### src/rtl/flappy_pipe_field_if.sv
// Bundle between the game controller/raster side and the pipe-field engine.
// master: controller and raster timing. slave: the pipe field.
interface flappy_pipe_field_if;
    logic       frame_tick;
    logic       run;
    logic       restart;
    logic [9:0] pix_x;
    logic [9:0] pix_y;
    logic       video_active;
    logic [8:0] bird_y;
    logic       pipe_pix;
    logic       gap_pix;
    logic       bird_pix;
    logic       collide;
    logic [7:0] score;
    logic       score_pulse;

    modport master (
        output frame_tick, run, restart, pix_x, pix_y, video_active, bird_y,
        input  pipe_pix, gap_pix, bird_pix, collide, score, score_pulse
    );

    modport slave (
        input  frame_tick, run, restart, pix_x, pix_y, video_active, bird_y,
        output pipe_pix, gap_pix, bird_pix, collide, score, score_pulse
    );
endinterface

### src/rtl/flappy_pipe_field.sv
// Multi-channel scrolling pipe field: per-frame scroll/respawn, scoring,
// sticky collision and a 2-stage pixel classifier feeding the colour mux.
module flappy_pipe_field #(
    parameter int         NUM_PIPES    = 3,
    parameter int         PIPE_W       = 40,
    parameter int         GAP_H        = 100,
    parameter int         PIPE_SPACING = 240,
    parameter int         SCREEN_W     = 640,
    parameter int         SCREEN_H     = 480,
    parameter int         SPEED        = 2,
    parameter int         HOLE_MIN     = 40,
    parameter int         BIRD_X       = 100,
    parameter int         BIRD_SIZE    = 8,
    parameter logic [7:0] LFSR_SEED    = 8'hA5
) (
    input logic           clk,
    input logic           rst_n,
    flappy_pipe_field_if.slave bus
);

    // All geometry compares are done in 12 bits so x+PIPE_W never wraps.
    localparam logic [11:0] C_SCREEN_W = 12'(SCREEN_W);
    localparam logic [11:0] C_SCREEN_H = 12'(SCREEN_H);
    localparam logic [11:0] C_PIPE_W   = 12'(PIPE_W);
    localparam logic [11:0] C_GAP_H    = 12'(GAP_H);
    localparam logic [11:0] C_SPEED    = 12'(SPEED);
    localparam logic [11:0] C_WRAP     = 12'(NUM_PIPES*PIPE_SPACING - SPEED);
    localparam logic [11:0] C_BIRD_X   = 12'(BIRD_X);
    localparam logic [11:0] C_BIRD_SZ  = 12'(BIRD_SIZE);
    localparam logic [8:0]  C_HOLE_MIN = 9'(HOLE_MIN);
    localparam logic [8:0]  C_HOLE_INI = 9'((SCREEN_H - GAP_H) / 2);
    localparam logic [7:0]  C_SEED     = (LFSR_SEED == 8'h00) ? 8'h01 : LFSR_SEED;

    logic [10:0]          x_pos    [NUM_PIPES];
    logic [8:0]           hole_row [NUM_PIPES];
    logic [10:0]          x_adv    [NUM_PIPES];
    logic [8:0]           hole_adv [NUM_PIPES];
    logic [NUM_PIPES-1:0] scored;
    logic [2:0]           score_cnt;
    logic [8:0]           score_sum;
    logic [7:0]           score_sat;
    logic [7:0]           score_q;
    logic                 score_pulse_q;
    logic                 collide_q;
    logic [7:0]           lfsr;
    logic [7:0]           lfsr_next;
    logic                 floor_hit;

    logic [NUM_PIPES-1:0] in_x, in_gap, in_x_d, in_gap_d;
    logic [9:0]           px_d, py_d;
    logic                 va_d;
    logic                 bird_hit;
    logic                 pipe_q, gap_q, bird_q;

    // Next field on a running tick: scroll or respawn each channel, count passes.
    always_comb begin
        lfsr_next = {lfsr[6:0], lfsr[7] ^ lfsr[5] ^ lfsr[4] ^ lfsr[3]};
        score_cnt = 3'd0;
        for (int i = 0; i < NUM_PIPES; i++) begin
            if ({1'b0, x_pos[i]} < C_SPEED) begin
                x_adv[i]    = 11'({1'b0, x_pos[i]} + C_WRAP);
                hole_adv[i] = C_HOLE_MIN + {1'b0, lfsr};
            end else begin
                x_adv[i]    = 11'({1'b0, x_pos[i]} - C_SPEED);
                hole_adv[i] = hole_row[i];
            end
            scored[i] = (({1'b0, x_pos[i]} + C_PIPE_W) >= C_BIRD_X) &&
                        (({1'b0, x_adv[i]} + C_PIPE_W) <  C_BIRD_X);
            score_cnt = score_cnt + {2'b00, scored[i]};
        end
        score_sum = {1'b0, score_q} + {6'd0, score_cnt};
        score_sat = score_sum[8] ? 8'hFF : score_sum[7:0];
        floor_hit = ({3'b000, bus.bird_y} + C_BIRD_SZ) > C_SCREEN_H;
    end

    // Field, score, LFSR and sticky collision; restart overrides any tick work.
    always_ff @(posedge clk or negedge rst_n) begin
        if (!rst_n) begin
            for (int i = 0; i < NUM_PIPES; i++) begin
                x_pos[i]    <= 11'(SCREEN_W + i*PIPE_SPACING);
                hole_row[i] <= C_HOLE_INI;
            end
            lfsr          <= C_SEED;
            score_q       <= 8'd0;
            score_pulse_q <= 1'b0;
            collide_q     <= 1'b0;
        end else begin
            score_pulse_q <= 1'b0;
            if (bus.frame_tick) lfsr <= lfsr_next;
            if (bus.restart) begin
                for (int i = 0; i < NUM_PIPES; i++) begin
                    x_pos[i]    <= 11'(SCREEN_W + i*PIPE_SPACING);
                    hole_row[i] <= C_HOLE_INI;
                end
                score_q   <= 8'd0;
                collide_q <= 1'b0;
            end else begin
                if (bus.frame_tick && bus.run) begin
                    for (int i = 0; i < NUM_PIPES; i++) begin
                        x_pos[i]    <= x_adv[i];
                        hole_row[i] <= hole_adv[i];
                    end
                    score_q       <= score_sat;
                    score_pulse_q <= (score_cnt != 3'd0) && (score_q != 8'hFF);
                    if (floor_hit) collide_q <= 1'b1;
                end
                if (pipe_q && bird_q) collide_q <= 1'b1;
            end
        end
    end

    // Per-channel column and hole compares against the incoming pixel.
    always_comb begin
        for (int i = 0; i < NUM_PIPES; i++) begin
            in_x[i]   = ({1'b0, x_pos[i]} < C_SCREEN_W) &&
                        ({2'b00, bus.pix_x} >= {1'b0, x_pos[i]}) &&
                        ({2'b00, bus.pix_x} <  ({1'b0, x_pos[i]} + C_PIPE_W));
            in_gap[i] = ({2'b00, bus.pix_y} >= {3'b000, hole_row[i]}) &&
                        ({2'b00, bus.pix_y} <  ({3'b000, hole_row[i]} + C_GAP_H));
        end
        bird_hit = ({2'b00, px_d} >= C_BIRD_X) &&
                   ({2'b00, px_d} <  (C_BIRD_X + C_BIRD_SZ)) &&
                   ({2'b00, py_d} >= {3'b000, bus.bird_y}) &&
                   ({2'b00, py_d} <  ({3'b000, bus.bird_y} + C_BIRD_SZ));
    end

    // Two-stage render pipeline: stage 1 holds compares, stage 2 the pixel classes.
    always_ff @(posedge clk or negedge rst_n) begin
        if (!rst_n) begin
            px_d     <= 10'd0;
            py_d     <= 10'd0;
            va_d     <= 1'b0;
            in_x_d   <= '0;
            in_gap_d <= '0;
            pipe_q   <= 1'b0;
            gap_q    <= 1'b0;
            bird_q   <= 1'b0;
        end else begin
            px_d     <= bus.pix_x;
            py_d     <= bus.pix_y;
            va_d     <= bus.video_active;
            in_x_d   <= in_x;
            in_gap_d <= in_gap;
            pipe_q   <= va_d && |(in_x_d & ~in_gap_d);
            gap_q    <= va_d && |(in_x_d & in_gap_d);
            bird_q   <= va_d && bird_hit;
        end
    end

    assign bus.pipe_pix    = pipe_q;
    assign bus.gap_pix     = gap_q;
    assign bus.bird_pix    = bird_q;
    assign bus.collide     = collide_q;
    assign bus.score       = score_q;
    assign bus.score_pulse = score_pulse_q;

endmodule

### src/flat_wrapper.sv
// flat-port wrapper written by rule: the top's interface ports become plain ports
module flappy_pipe_field_flat 
#(
    parameter int         NUM_PIPES    = 3,
    parameter int         PIPE_W       = 40,
    parameter int         GAP_H        = 100,
    parameter int         PIPE_SPACING = 240,
    parameter int         SCREEN_W     = 640,
    parameter int         SCREEN_H     = 480,
    parameter int         SPEED        = 2,
    parameter int         HOLE_MIN     = 40,
    parameter int         BIRD_X       = 100,
    parameter int         BIRD_SIZE    = 8,
    parameter logic [7:0] LFSR_SEED    = 8'hA5
)
  (clk, rst_n, bus_frame_tick, bus_run, bus_restart, bus_pix_x, bus_pix_y, bus_video_active, bus_bird_y, bus_pipe_pix, bus_gap_pix, bus_bird_pix, bus_collide, bus_score, bus_score_pulse);
  flappy_pipe_field_if bus_i ();
  input logic clk;
  input logic rst_n;
  input wire logic [$bits(bus_i.frame_tick)-1:0] bus_frame_tick;
  input wire logic [$bits(bus_i.run)-1:0] bus_run;
  input wire logic [$bits(bus_i.restart)-1:0] bus_restart;
  input wire logic [$bits(bus_i.pix_x)-1:0] bus_pix_x;
  input wire logic [$bits(bus_i.pix_y)-1:0] bus_pix_y;
  input wire logic [$bits(bus_i.video_active)-1:0] bus_video_active;
  input wire logic [$bits(bus_i.bird_y)-1:0] bus_bird_y;
  output wire logic [$bits(bus_i.pipe_pix)-1:0] bus_pipe_pix;
  output wire logic [$bits(bus_i.gap_pix)-1:0] bus_gap_pix;
  output wire logic [$bits(bus_i.bird_pix)-1:0] bus_bird_pix;
  output wire logic [$bits(bus_i.collide)-1:0] bus_collide;
  output wire logic [$bits(bus_i.score)-1:0] bus_score;
  output wire logic [$bits(bus_i.score_pulse)-1:0] bus_score_pulse;
  assign bus_i.frame_tick = bus_frame_tick;
  assign bus_i.run = bus_run;
  assign bus_i.restart = bus_restart;
  assign bus_i.pix_x = bus_pix_x;
  assign bus_i.pix_y = bus_pix_y;
  assign bus_i.video_active = bus_video_active;
  assign bus_i.bird_y = bus_bird_y;
  assign bus_pipe_pix = bus_i.pipe_pix;
  assign bus_gap_pix = bus_i.gap_pix;
  assign bus_bird_pix = bus_i.bird_pix;
  assign bus_collide = bus_i.collide;
  assign bus_score = bus_i.score;
  assign bus_score_pulse = bus_i.score_pulse;
  flappy_pipe_field #(.NUM_PIPES(NUM_PIPES), .PIPE_W(PIPE_W), .GAP_H(GAP_H), .PIPE_SPACING(PIPE_SPACING), .SCREEN_W(SCREEN_W), .SCREEN_H(SCREEN_H), .SPEED(SPEED), .HOLE_MIN(HOLE_MIN), .BIRD_X(BIRD_X), .BIRD_SIZE(BIRD_SIZE), .LFSR_SEED(LFSR_SEED)) u_core (.clk(clk), .rst_n(rst_n), .bus(bus_i));
endmodule
### config.mk
export PLATFORM = sky130hd
export DESIGN_NAME = flappy_pipe_field_flat
export DESIGN_NICKNAME = d
export VERILOG_FILES = /design/src/rtl/flappy_pipe_field_if.sv /design/src/rtl/flappy_pipe_field.sv /design/src/flat_wrapper.sv
export SDC_FILE = /design/constraint.sdc
export NUM_CORES = 1
export LEC_CHECK = 0
export ABC_AREA = 1
export CAP_MARGIN = 20
export CORE_MARGIN = 3
export CORE_UTILIZATION = 25
export DETAILED_ROUTE_END_ITERATION = 7
export PLACE_DENSITY = 0.44
export SLEW_MARGIN = 15
export SYNTH_ARGS = -nofsm -noshare
export SYNTH_HDL_FRONTEND = slang
export SYNTH_SLANG_ARGS = --single-unit
### constraint.sdc
create_clock -name clk -period 7.7 [get_ports clk]
set_input_delay 0.77 -clock clk [delete_from_list [all_inputs] [get_ports clk]]
set_output_delay 0.77 -clock clk [all_outputs]
set_load 0.1 [all_outputs]
Yosys cells after proc, flatten, opt, wreduce, memory -nomap -nowiden
Index checks and enable logic that the tools add are counted.
Word-level totals
  output and inout port bits: 13
  flip-flop bits (word level): 108
Operators by class
  add/sub/neg operators: 20
  reductions and logical operators: 34
  magnitude comparators: 29
  bitwise gates (word level): 6
  mux-type cells: 19
  equality and inequality tests: 1
Operators by type and width (count)
  $lt 10x12->1: 7
  $add 11x6->12 const B: 6
  $mux 33: 2
  $mux 27: 2
  $ge 10x9->1: 4
  $ge 12x7->1 const B: 3
  $lt 12x7->1 const B: 3
  $add 11x10->11 const B: 3
  $ge 10x11->1: 3
  $lt 11x10->1 const B: 3
  $lt 11x2->1 const B: 3
  $mux 11: 3
  $sub 11x2->11 const B: 3
  $add 9x7->10 const B: 3
  $mux 9: 3
  $mux 8: 3
  $logic_and 1x1->1: 21
  $gt 12x9->1 const B: 1
  $add 9x4->10 const B: 1
  $ge 10x7->1 const B: 1
  $lt 10x7->1 const B: 1
  $add 6x8->9 const A: 1
  $add 8x3->9: 1
  $reduce_bool 3->1: 3
  10 further kinds: 25

Logic depth before layout (Yosys ltp)
Gate-level depths: netlist of the first run.
  depth in word-level cells: 11
  depth in mapped cells: 28
  depth with buffers taken out: 28

Worst setup path after synthesis of the first run
Ideal clock, no wire load.
  path type: flip-flop to flip-flop
  start: reg u_core.x_pos[15] (netlist name)
  end: reg u_core.score_q[6], in the netlist u_core.bus.score[6]
  path slack: 3.867 ns
  cell stages (with the launch flop): 25
  data arrival time: 3.702 ns
  library setup time: 0.131 ns
  period minus slack after synthesis: 3.833 ns
  cells stage by stage: dfstp_2 inv_1 ha_1 a21oi_1 nand3_2 nand2_1 nand2_1 inv_1 ha_1 nand2_1 nand2_1 nand2_1 nand2_1 nor2_1 nand2_1 inv_1 fa_1 ha_1 fa_1 a21oi_1 nor2_1 nand3_1 xor2_1 o21ai_0 o21ai_0
On the way
  cells in the longest elaborated chain, start to end: 11
  elaborated cells on any way between the ends: 15
  classes of those cells: add/sub: 7; order compare: 3; mux: 4; reduce/logical: 1
RTL lines
  from (decl): RTL line flappy_pipe_field.sv:34  | logic [10:0] x_pos [NUM_PIPES];
  from (signal, indexed assignment): RTL line flappy_pipe_field.sv:80  | x_pos[i] <= 11'(SCREEN_W + i*PIPE_SPACING);
  from (signal, indexed assignment): RTL line flappy_pipe_field.sv:92  | x_pos[i] <= 11'(SCREEN_W + i*PIPE_SPACING);
  from (signal, indexed assignment): RTL line flappy_pipe_field.sv:100  | x_pos[i] <= x_adv[i];
  $sub 11x2->11 (tied with other cells): RTL line flappy_pipe_field.sv:64  | x_adv[i] = 11'({1'b0, x_pos[i]} - C_SPEED);
  $mux 11: RTL line flappy_pipe_field.sv:60  | if ({1'b0, x_pos[i]} < C_SPEED) begin
  $add 11x6->12: RTL line flappy_pipe_field.sv:68  | (({1'b0, x_adv[i]} + C_PIPE_W) < C_BIRD_X);
  $lt 12x7->1: RTL line flappy_pipe_field.sv:68
  $logic_and 1x1->1 *: RTL line flappy_pipe_field.sv:67  | scored[i] = (({1'b0, x_pos[i]} + C_PIPE_W) >= C_BIRD_X) &&
  $add 1x1->2 *: RTL line flappy_pipe_field.sv:69  | score_cnt = score_cnt + {2'b00, scored[i]};
  $add 3x1->3 *: RTL line flappy_pipe_field.sv:69
  $add 8x3->9 *: RTL line flappy_pipe_field.sv:71  | score_sum = {1'b0, score_q} + {6'd0, score_cnt};
  $mux 8 *: RTL line flappy_pipe_field.sv:72  | score_sat = score_sum[8] ? 8'hFF : score_sum[7:0];
  $mux 8 *: RTL line flappy_pipe_field.sv:98  | if (bus.frame_tick && bus.run) begin
  $mux 8 *: RTL line flappy_pipe_field.sv:90  | if (bus.restart) begin
  to (signal assigned): RTL line flappy_pipe_field.sv:103  | score_q <= score_sat;
  to (decl): RTL line flappy_pipe_field.sv:42  | logic [7:0] score_q;
Mark *: on every way between the ends. The rest lies on a longest branch, timed or not. The select of a mux whose other input is x is not followed.
A chain may end at the register's enable or synchronous reset.

Worst setup path in the final report of the first run
Same ends and word-level chain as after synthesis.

==> results of run 1 <==
## how the worst max path moves through the flow
stage,start,endpoint,slack [ns]
global placement,u_core.x_pos[15]$_DFFE_PN1N_,u_core.bus.score[6]$_DFFE_PN0N_,3.23
CTS,u_core.x_pos[15]$_DFFE_PN1N_,u_core.bus.score[6]$_DFFE_PN0N_,3.15
global route,u_core.x_pos[15]$_DFFE_PN1N_,u_core.bus.score[6]$_DFFE_PN0N_,2.66
floorplan,u_core.x_pos[15]$_DFFE_PN1N_,u_core.bus.score[6]$_DFFE_PN0N_,3.87
detailed placement,u_core.x_pos[15]$_DFFE_PN1N_,u_core.bus.score[6]$_DFFE_PN0N_,3.19
finish,u_core.x_pos[15]$_DFFE_PN1N_,u_core.bus.score[6]$_DFFE_PN0N_,3.19
## cell families (layout without fill, tap and decap cells)
group	after synthesis	count (layout)	share of synthesized area [%]
AOI/OAI and AO/OA	200	200	12.9
xor gates and xnor gates	42	42	4.21
adders and majority gates	147	147	20.8
buffers and inverters	173	220	7.97
DFF	103	103	29.4
muxes	1	1	0.112
and+or+nand+nor	506	506	24.6
## sequential cells by signal (all words and copies together), names as in the netlist, 3 cells and up
register,cells
u_core.lfsr,8
u_core.x_pos,30
u_core.py_d,10
u_core.hole_row,27
u_core.in_x_d,3
u_core.bus.score,8
u_core.in_gap_d,3
u_core.px_d,8
## worst max-delay path, stage by stage (launching register included)
cell     delay, ns
dfstp_2       0.61
inv_1         0.13
ha_1          0.24
a21oi_1       0.20
nand3_2       0.27
nand2_1       0.19
nand2_1       0.06
inv_1         0.07
ha_1          0.23
nand2_1       0.07
nand2_1       0.08
nand2_1       0.05
nand2_1       0.07
nor2_1        0.04
nand2_1       0.06
inv_1         0.07
fa_1          0.51
ha_1          0.24
fa_1          0.41
a21oi_1       0.23
nor2_1        0.12
nand3_1       0.10
xor2_1        0.07
o21ai_0       0.14
o21ai_0       0.10
## cell usage in the layout, fill, tap and decap left out, types with 5 or more instances in the layout
master | netlist | layout
a21oi_1 | 66 | 66
a31oi_1 | 5 | 5
clkbuf_16 | 0 | 9
clkdlybuf4s50_1 | 0 | 45
dfrtp_1 | 71 | 71
dfstp_2 | 32 | 32
ha_1 | 145 | 145
inv_1 | 144 | 144
inv_2 | 8 | 8
nand2_1 | 267 | 267
nand2_2 | 7 | 7
nand3_1 | 77 | 77
nand3_2 | 5 | 5
nand4_1 | 21 | 21
nor2_1 | 95 | 95
nor2_2 | 7 | 7
nor3_1 | 11 | 11
o211ai_1 | 5 | 5
o21ai_0 | 67 | 67
o21ai_2 | 5 | 5
o21bai_1 | 5 | 5
o22ai_1 | 18 | 18
xnor2_1 | 9 | 9
xor2_1 | 32 | 32
## layer usage
metal,up-vias,part of all wire (%),track usage [%],wire length [um]
li1,3995,-,-,-
met4,0,1.6,3.01,376
met3,18,2.9,2.17,704
met1,3590,51,18.3,12400
met2,96,44,20.9,10800
met5,-,0,0,0
## power groups by stage
stage               clock [mW]  combinational, mW  sequential [mW]
finish                   0.472              0.580            0.674
global route             0.512              0.687            0.684
CTS                      0.494              0.591            0.675
detailed placement           0              0.587            0.685
global placement             0              0.580            0.684
floorplan                    0              0.433            0.664
## cell type report
class	count	share of cell area, %
Tap cell	455	5.62
Inverter	155	5.78
Multi-Input combinational cell	896	55.1
Timing Repair Buffer	49	4.74
Clock buffer	9	2.22
Sequential cell	103	25.8
Clock inverter	7	0.642
## through the flow
stage / area [um^2] / total power, mW / hold WS [ns]
3_5_place_dp: 9840 / 1.27 / 0.481
5_1_grt: 10100 / 1.88 / 0.516
6_report: 10100 / 1.73 / 0.494
3_3_place_gp: 9840 / 1.26 / 0.473
4_1_cts: 10100 / 1.76 / 0.497
2_1_floorplan: 8910 / 1.10 / 0.443
==> impl_results.md, run 1 <==
- Total grt overflow: 0
- Ant. Diodes: 0
- Placed cells: ~1,700
- Die Y-Extent: 195 um
- Switching Share: 38.0%
- DRT antenna net count: 0
- Storage element area: around 0.0026 mm^2
- Global placement routability congestion: 0.793
- Drc violations: 0
- IO Pins: 48
- Hold Crit Class: register to register
- First-pass GRT wire length: 39,900 um
- RSZ-0062 raised after global routing: no
- Period utilization: about three fifths
- Hold path depth: 2
- Hold Buf Count CTS: 0
- Final nets: roughly 1,400
- Peak VDD IR: ~0.11 mV
- Max Slew Vio Count: 0
- Sequential power share: between 30% and 40%
- Synth Flop Type: dfrtp_1
- Mapped cell area: 0.00891 mm^2
- Crit path launch type: register
- Ys Warns: 0
- Count of different cell masters after synthesis: 50
- Max-cap violations: 0
- Worst Path Max Fanout: 7
- Vias in the first global route: 7,671
- Outcome: finished, final reports clean
- Reg2Reg Depth: 24
- Worst Max-Slew Pin Slew: between 1 and 1.5 ns
- Tmin final: between 4 and 5 ns
- Root buf cell: clkbuf_16
- Drt pass-1 iters: 5
- Total GRT Usage: approximately 13%
- Flops & latches, synth: slightly above 100
- Port Buffers: 46
- Max Fclk: around 220 MHz
- TritonCTS Buffers: 9
- Share of layout cells above drive strength 1: under 10%
- Reg-to-reg slack, setup: roughly 3.2 ns
- Initial antenna violation count: 0
- Post-Syn Nets: between 1,000 and 1,500
- Latest clock arrival within the worst-skew pair: about 0.37 ns
- Final hold vios: 0
- Die X: between 150 and 200 um
- Worst-case hold path end point: u_core.hole_row[19]$_DFFE_PN1P_
- Dpl ws: approximately 3.2 ns
- Cells after Synth: ~1,200
- Initial core utilization: 25.6%
- Reg2Reg Capture Point: u_core.bus.score[6]$_DFFE_PN0N_
- FFs w/ async S/R, synth: 100%
- Fillcell total: slightly below 4,000
- Cell with the most instances after synthesis: nand2_1
- Yosys top cell area share: approximately a fifth
- EDFF count, synth: 0
- Post_cts resized: 0
- DIE AREA: 0.0380 mm^2
- Setup TNS: 0 ns
- Sequential fraction of the synthesis area: a little under 30%
- Combinational share of power: between 30% and 40%
- HP Start: u_core.hole_row[19]$_DFFE_PN1P_
- Setup CP Type: register to register
- Pleak: 4.92 nW
- Syn avg cell area: about 7.6 um^2
- Post-layout instance count excluding filler cells: about 1,700
- # setup viols final: 0
- Pin count of the biggest net entering global routing: between 60 and 70
- Top cells by area, synth: ha_1, dfrtp_1, nand2_1, dfstp_2, inv_1
- Synth top cells by count: nand2_1, ha_1, inv_1
- CTS tree: built
- PD cells: about 170 mW/mm^2
- Synth area leader: ha_1
- Clock power share: a little over a quarter
- Final core occ: around 29%
- Area growth, synth to finish: 13.6%
- RR Startpoint: u_core.x_pos[15]$_DFFE_PN1N_
- CP endpoint kind: register
- Max-Slew Margin vs Limit: roughly a third
- FP Rows: 68
- CTS Sinks: ~100
- Worst Path Required: ~8 ns
- Detailed placement HPWL: about 18,000 um
- P_int: ~1.1 mW
- P_sw: around 0.66 mW
- Worst-path clk slew: roughly 0.080 ns
- Via density: about 4.6
- 1st-iter DRT viols: 320
- Avg WL per Cell: roughly 14 um
- Routed via count: approximately 7,700
- Setup Skew: approximately 0.0092 ns
- Multi-input logic area: 0.00559 mm^2
- Final worst slack: between 3 and 4 ns
- Core Region: 0.0349 mm^2
- WP data arrival: around 4.7 ns
- DRT Wirelength: approximately 24,000 um
- H-tree levels: 3
- Setup bufs post-CTS: 0
- Max Root-Sink Buffers: 2
Note: power is estimated with default switching activity, not from simulation.
==> inputs of run 2 (changes only) <==
--- a/config.mk
+++ b/config.mk
@@ -10,7 +10,7 @@
 export CORE_MARGIN = 3
 export CORE_UTILIZATION = 25
 export DETAILED_ROUTE_END_ITERATION = 7
-export PLACE_DENSITY = 0.44
+export PLACE_DENSITY = 0.45
 export SLEW_MARGIN = 15
 export SYNTH_ARGS = -nofsm -noshare
 export SYNTH_HDL_FRONTEND = slang
==> constraint.sdc (replaced) <==
create_clock -name clk -period 3.7 [get_ports clk]
set_input_delay 0.37 -clock clk [delete_from_list [all_inputs] [get_ports clk]]
set_output_delay 0.37 -clock clk [all_outputs]
set_load 0.1 [all_outputs]
==> run 2 against run 1 <==
Maximum frequency rose by 23%; power rose by 120%; cell count grew 8.6%; clock skew is 0.00063 ns higher; first-iteration DRC count rose by 1.3%; via count is 6.9% higher.
==> impl_results.md, run 2 (synthesis gave the netlist of run 1 again) <==
- Outcome: finished, final reports clean
- RSZ-0062 raised after global routing: yes
- CTS Sinks: 103 (unchanged)
- Drc violations: 0 (unchanged)
- Share of layout cells above drive strength 1: 25.0% (+17 points)
- Crit path launch type: register
- WP data arrival: 3.90 ns (-0.84 ns)
- # setup viols final: 0 (unchanged)
- Worst Max-Slew Pin Slew: 0.976 ns (-0.0355 ns)
- Final nets: 1,540 (+10%)
- Worst-path clk slew: 0.08 ns (about the same)
- Delay-heaviest family, CP: adder cells
- Commonest non-fill, non-tap cell in the layout: nand2_1
- Pleak: 5.67 nW (+15%)
- FP Rows: 68 (unchanged)
- Setup CP Type: register to register
- Max-Slew Margin vs Limit: 34.8% (+2.2 points)
- 1st-iter DRT viols: 324 (+1.3%)
- CP endpoint kind: register
- DRT Wirelength: 25,700 um (+6.4%)
- Root buf cell: clkbuf_16
- Die X: 195 um (unchanged)
- Hold Crit Class: input port to asynchronous set/reset pin
- Period utilization: 98.9% (+40 points)
- Detailed placement HPWL: 19,800 um (+7.8%)
- Initial core utilization: 25.6% (unchanged)
- Worst path bufs/invs: 5 (+2)
- Reg2Reg Depth: 23 (-4.2%)
- Total grt overflow: 0 (unchanged)
- Area growth, synth to finish: 31.6%
- Latest clock arrival within the worst-skew pair: 0.36 ns (about the same)
- Most frequent cells in the layout: nand2_1, buf_4, inv_1, ha_1, nor2_1
- Via density: 4.53 (-1.6%)
- Worst Path Max Fanout: 4 (-3)
- Setup Skew: 0.00980 ns (+0.000632 ns)
- Initial antenna violation count: 0 (unchanged)
- Routed via count: 8,229 (+6.9%)
- Dpl ws: -0.197 ns (-3.39 ns)
- Final hold vios: 0 (unchanged)
- Reg-to-reg slack, setup: 0.04 ns (-3.15 ns)
- Vias in the first global route: 8,208 (+7.0%)
- Core Region: 0.0349 mm^2 (unchanged)
- Max FFs per register: 30 (unchanged)
- Max Fclk: 273 MHz (+23%)
- RR Startpoint: u_core.x_pos[1]$_DFFE_PN0N_
- Slowest stage delay, CP: 0.44 ns (-0.17 ns)
- CTS tree: built
- Port Buffers: 46 (unchanged)
- Reg2Reg Capture Point: u_core.bus.score[4]$_DFFE_PN0N_
- Final worst slack: 0.0406 ns (-3.15 ns)
- Biggest register: u_core.x_pos
- First-pass GRT wire length: 41,900 um (+5.1%)
- Die Y-Extent: 195 um (unchanged)
- PD cells: 330 mW/mm^2 (+94%)
- Peak VDD IR: 0.221 mV (+97%)
- Ant. Diodes: 0 (unchanged)
- Largest regs: u_core.x_pos x30, u_core.hole_row x27, u_core.py_d x10
- Max-cap violations: 0 (unchanged)
- Global placement routability congestion: 0.814 (+2.7%)
- Levels on crit path: 23 (-4.2%)
- Crit-path cells: inv_2, ha_4, inv_2, nand2_2, nand3_4, nor2_4, inv_2, nand2_2, nand2_2, inv_2, ha_4, nand2_2, o21bai_1, nand3_2, nor2_4, fa_1, ha_2, fa_2, a21oi_4, nor2_4, buf_6, o211ai_1, o21ai_1
- H-tree levels: 3 (unchanged)
- DIE AREA: 0.0380 mm^2 (unchanged)
- Hold Buf Count CTS: 0 (unchanged)
- Worst Path Required: 3.94 ns (-3.98 ns)
- Pin count of the biggest net entering global routing: 53 (-18%)
- Avg WL per Cell: 14.2 um (-2.0%)
- Fillcell total: 3,734 (-2.9%)
- Max Slew Vio Count: 0 (unchanged)
- TritonCTS Buffers: 9 (unchanged)
- Max Root-Sink Buffers: 2 (unchanged)
- IO Pins: 48 (unchanged)
- Tmin final: 3.66 ns (-0.852 ns)
- Hold Worst Slack: 0.0465 ns (-0.447 ns)
- Drt pass-1 iters: 5 (unchanged)
- Slowest CP cell: fa_1
- DRT antenna net count: 0 (unchanged)
- Total GRT Usage: 13.6% (+0.59 points)
## run 2: stage by stage
stage / setup TNS (ns) / area, um^2 / utilization, % / power [mW] / std cells
floorplan: -0.0114 / 8950 / - / 2.29 / 1172
global placement: -0.629 / 10800 / 30.9 / 2.78 / 1776
detailed placement: -0.986 / 10800 / 30.9 / 2.80 / 1776
CTS: -0.00809 / 11300 / 32.3 / 3.85 / 1803
global route: -0.827 / 11700 / 33.6 / 4.23 / 1818
finish: 0 / 11700 / 33.6 / 3.88 / 1818
## run 2: what timing repair did
action | 4_1_cts | 5_1_grt
pin swaps | 24 | 56
resized for setup | 43 | 93
setup endpoints to repair | 8 | 8
hold endpoints to repair | 0 | 0
setup buffers | 11 | 16
## run 2: area by class of cell
class	count	area, um^2	share of cell area, %
Clock buffer	10	229	1.95
Clock inverter	6	60.1	0.512
Multi-Input combinational cell	896	6070	51.8
Tap cell	455	569	4.85
Inverter	155	588	5.01
Sequential cell	103	2620	22.3
Timing Repair Buffer	193	1600	13.6
## run 2: worst max path at each step
stage,startpoint,to,slack [ns]
after floorplan,u_core.x_pos[15]$_DFFE_PN1N_,u_core.bus.score[6]$_DFFE_PN0N_,-0.01
after global placement,u_core.x_pos[23]$_DFFE_PN0N_,u_core.bus.score[6]$_DFFE_PN0N_,-0.14
after detailed placement,u_core.x_pos[1]$_DFFE_PN0N_,u_core.bus.score[4]$_DFFE_PN0N_,-0.20
after CTS,u_core.x_pos[23]$_DFFE_PN0N_,u_core.bus.score[4]$_DFFE_PN0N_,-0.008
after global routing,u_core.x_pos[2]$_DFFE_PN0N_,u_core.bus.score[6]$_DFFE_PN0N_,-0.17
final,u_core.x_pos[1]$_DFFE_PN0N_,u_core.bus.score[4]$_DFFE_PN0N_,0.04
## run 2: power by group
group,total [mW],switching (mW),internal [mW],leakage [nW]
Clock,0.979,0.500,0.479,0.143
Sequential,1.39,0.105,1.28,1.27
Combinational,1.51,0.847,0.664,4.26
## run 2: per-layer routing
metal | vias up | share of wire (%) | global-route usage [%] | routed length [um]
li1 | 4287 | - | - | -
met1 | 3807 | 49 | 18.3 | 12500
met2 | 118 | 47 | 23.1 | 12100
met3 | 17 | 3.2 | 2.20 | 821
met4 | 0 | 1.2 | 2.75 | 298
met5 | - | 0 | 0 | 0
==> inputs of run 3 (changes only) <==
==> constraint.sdc (replaced) <==
create_clock -name clk -period 2.95 [get_ports clk]
set_input_delay 0.295 -clock clk [delete_from_list [all_inputs] [get_ports clk]]
set_output_delay 0.295 -clock clk [all_outputs]
set_load 0.1 [all_outputs]
==> run 3 against run 2 <==
The run now ends with negative setup slack left; worst setup slack lost 0.79 ns; critical path depth is the same; clock-buffer cell count is the same; combinational power grew 27%; highest routed layer unchanged; clock skew shrank 0.0022 ns; global-route usage grew 0.44 points.
==> impl_results.md, run 3 (synthesis gave the netlist of run 1 again) <==
- Max-Slew Margin vs Limit: 54.0% (+19 points)
- Sequential power share: 35.7% (about the same)
- Crit path launch type: register
- Drt pass-1 iters: 5 (unchanged)
- Biggest register: u_core.x_pos
- P_int: 3.10 mW (+28%)
- Crit-path cells: inv_2, ha_4, inv_1, nand2_4, nand3_4, nor2_4, inv_2, nand2_1, nand2_2, inv_2, ha_4, nand3b_1, nand2_1, nand2_2, nor2_4, fa_1, ha_2, fa_2, a21oi_4, buf_6, nor3_4, o21ai_0, nand2_1
- Slowest stage delay, CP: 0.45 ns (about the same)
- Max-cap violations: 0 (unchanged)
- Combinational share of power: 39.2% (+0.2 points)
- Peak VDD IR: 0.287 mV (+30%)
- IO Pins: 48 (unchanged)
- # setup viols final: 9 (+9)
- Core Region: 0.0349 mm^2 (unchanged)
- CTS Sinks: 103 (unchanged)
- Delay-heaviest family, CP: adder cells
- Max Fclk: 270 MHz (-1.2%)
- DIE AREA: 0.0380 mm^2 (unchanged)
- DRT antenna net count: 0 (unchanged)
- Initial core utilization: 25.6% (unchanged)
- Commonest non-fill, non-tap cell in the layout: nand2_1
- Drc violations: 0 (unchanged)
- Setup Skew: 0.00761 ns (-0.00219 ns)
- Global placement routability congestion: 0.829 (+1.8%)
- Share of layout cells above drive strength 1: 26.3% (+1.2 points)
- Total grt overflow: 0 (unchanged)
- CTS tree: built
- Switching Share: 36.8% (-0.68 points)
- WP data arrival: 3.96 ns (+0.06 ns)
- Final worst slack: -0.753 ns (-0.794 ns)
- Most frequent cells in the layout: nand2_1, buf_4, ha_1
- Latest clock arrival within the worst-skew pair: 0.36 ns (about the same)
- DRT Wirelength: 26,000 um (+0.96%)
- Port Buffers: 46 (unchanged)
- Final hold vios: 0 (unchanged)
- Worst Path Max Fanout: 6 (+2)
- Final core occ: 34.4% (+0.79 points)
- P_sw: 1.80 mW (+24%)
- Root buf cell: clkbuf_16
- Period utilization: 126% (+27 points)
- Max Root-Sink Buffers: 2 (unchanged)
- H-tree levels: 3 (unchanged)
- Vias in the first global route: 8,476 (+3.3%)
- FP Rows: 68 (unchanged)
- Total power: 4.90 mW (+26%)
- Largest regs: u_core.x_pos x30, u_core.hole_row x27, u_core.py_d x10
- Max Slew Vio Count: 0 (unchanged)
- First-pass GRT wire length: 43,300 um (+3.3%)
- Via density: 4.49 (-0.85%)
- Routed via count: 8,415 (+2.3%)
- Tmin final: 3.70 ns (+0.0436 ns)
- Die X: 195 um (unchanged)
- Area growth, synth to finish: 34.7%
- 1st-iter DRT viols: 367 (+13%)
- Detailed placement HPWL: 20,800 um (+5.2%)
- Die Y-Extent: 195 um (unchanged)
- Hold Crit Class: input port to register
- Total GRT Usage: 14.0% (+0.44 points)
- Pin count of the biggest net entering global routing: 50 (-5.7%)
- RSZ-0062 raised after global routing: yes
- Worst Max-Slew Pin Slew: 0.690 ns (-0.286 ns)
- PD cells: 408 mW/mm^2 (+24%)
- Final nets: 1,597 (+3.7%)
- Fillcell total: 3,694 (-1.1%)
- Slowest CP cell: fa_1
- Violated checks: negative setup slack
- CP endpoint kind: register
- Setup CP Type: register to register
- Clock power share: 25.1% (-0.2 points)
- Max FFs per register: 30 (unchanged)
- Worst Path Required: 3.20 ns (-0.74 ns)
- Outcome: finished with violations
- TritonCTS Buffers: 9 (unchanged)
- Worst path bufs/invs: 5 (unchanged)
- Avg WL per Cell: 13.9 um (-2.1%)
- Worst-path clk slew: 0.08 ns (about the same)
- Pleak: 5.95 nW (+4.9%)
- Initial antenna violation count: 0 (unchanged)
- Ant. Diodes: 0 (unchanged)
==> run 3: changes by cell type in the layout (fill, tap and decap cells not counted), sizes merged <==
cell,change
dlygate4sd3,+1
clkdlybuf4s50,-13
buf,+69
inv,-1
clkinv,+1
==> run 3: final cells by class <==
type / instances / area (um^2) / share of cell area, %
Inverter: 155 / 588 / 4.90
Clock buffer: 10 / 239 / 1.99
Sequential cell: 103 / 2620 / 21.8
Tap cell: 455 / 569 / 4.74
Clock inverter: 6 / 60.1 / 0.500
Multi-Input combinational cell: 896 / 5930 / 49.4
Timing Repair Buffer: 250 / 2000 / 16.7
==> run 3: repair_timing <==
action                                 CTS  global route
hold buffers                             1             0
endpoints found under the hold margin    8             0
gates cloned                             0             0
setup endpoints to repair                9            10
buffers inserted                        14             5
pin swaps                               27            18
resized for setup                       30            22
==> run 3: final timing paths <==
kind	startpoint	to	slack, ns	cells after the start
max	u_core.x_pos[2]$_DFFE_PN0N_	u_core.bus.score[0]$_DFFE_PN0N_	-0.75	23
min	bus_video_active	u_core.va_d$_DFF_PN0_	0.42	1
max reg2reg	u_core.x_pos[2]$_DFFE_PN0N_	u_core.bus.score[0]$_DFFE_PN0N_	-0.75	23
min reg2reg	u_core.hole_row[21]$_DFFE_PN1P_	u_core.hole_row[21]$_DFFE_PN1P_	0.51	2
max in group asynchronous	rst_n	u_core.x_pos[10]$_DFFE_PN1N_	1.68	3
min in group asynchronous	rst_n	u_core.bus.score[6]$_DFFE_PN0N_	0.52	2
==> run 3: layer usage <==
layer	track usage [%]	vias to the layer above	wire [um]
li1	-	4406	-
met4	3.54	0	460
met2	23.2	92	11800
met1	19.4	3892	13200
met3	1.85	25	569
met5	0	-	0
==> run 3: per-stage QoR <==
step | hold WS, ns | setup WS, ns | instance area (um^2) | std cells | TNS, ns
2_1_floorplan | -0.000591 | -0.645 | 9050 | 1172 | -4.43
3_3_place_gp | 0.395 | -0.764 | 11300 | 1839 | -5.74
3_5_place_dp | 0.397 | -0.828 | 11300 | 1839 | -6.08
4_1_cts | 0.393 | -0.666 | 11900 | 1870 | -5.05
5_1_grt | 0.404 | -0.985 | 12000 | 1875 | -7.75
6_report | 0.420 | -0.753 | 12000 | 1875 | -5.88
==> run 3: worst reg2reg max path, stage by stage (launching register included) <==
cell and delay [ns]:
dfrtp_1 0.39, inv_2 0.08, ha_4 0.13, inv_1 0.06
nand2_4 0.08, nand3_4 0.09, nor2_4 0.16, inv_2 0.05
nand2_1 0.09, nand2_2 0.07, inv_2 0.06, ha_4 0.19
nand3b_1 0.15, nand2_1 0.09, nand2_2 0.06, nor2_4 0.17
fa_1 0.45, ha_2 0.21, fa_2 0.40, a21oi_4 0.21
buf_6 0.13, nor3_4 0.05, o21ai_0 0.17, nand2_1 0.06
==> run 3: power by group through the flow <==
stage | logic (mW) | registers, mW | clock network, mW
after CTS | 1.93 | 1.75 | 1.28
after global routing | 2.24 | 1.78 | 1.34
after floorplan | 1.16 | 1.74 | 0
after global placement | 1.83 | 1.77 | 0
after detailed placement | 1.85 | 1.78 | 0
final | 1.92 | 1.75 | 1.23
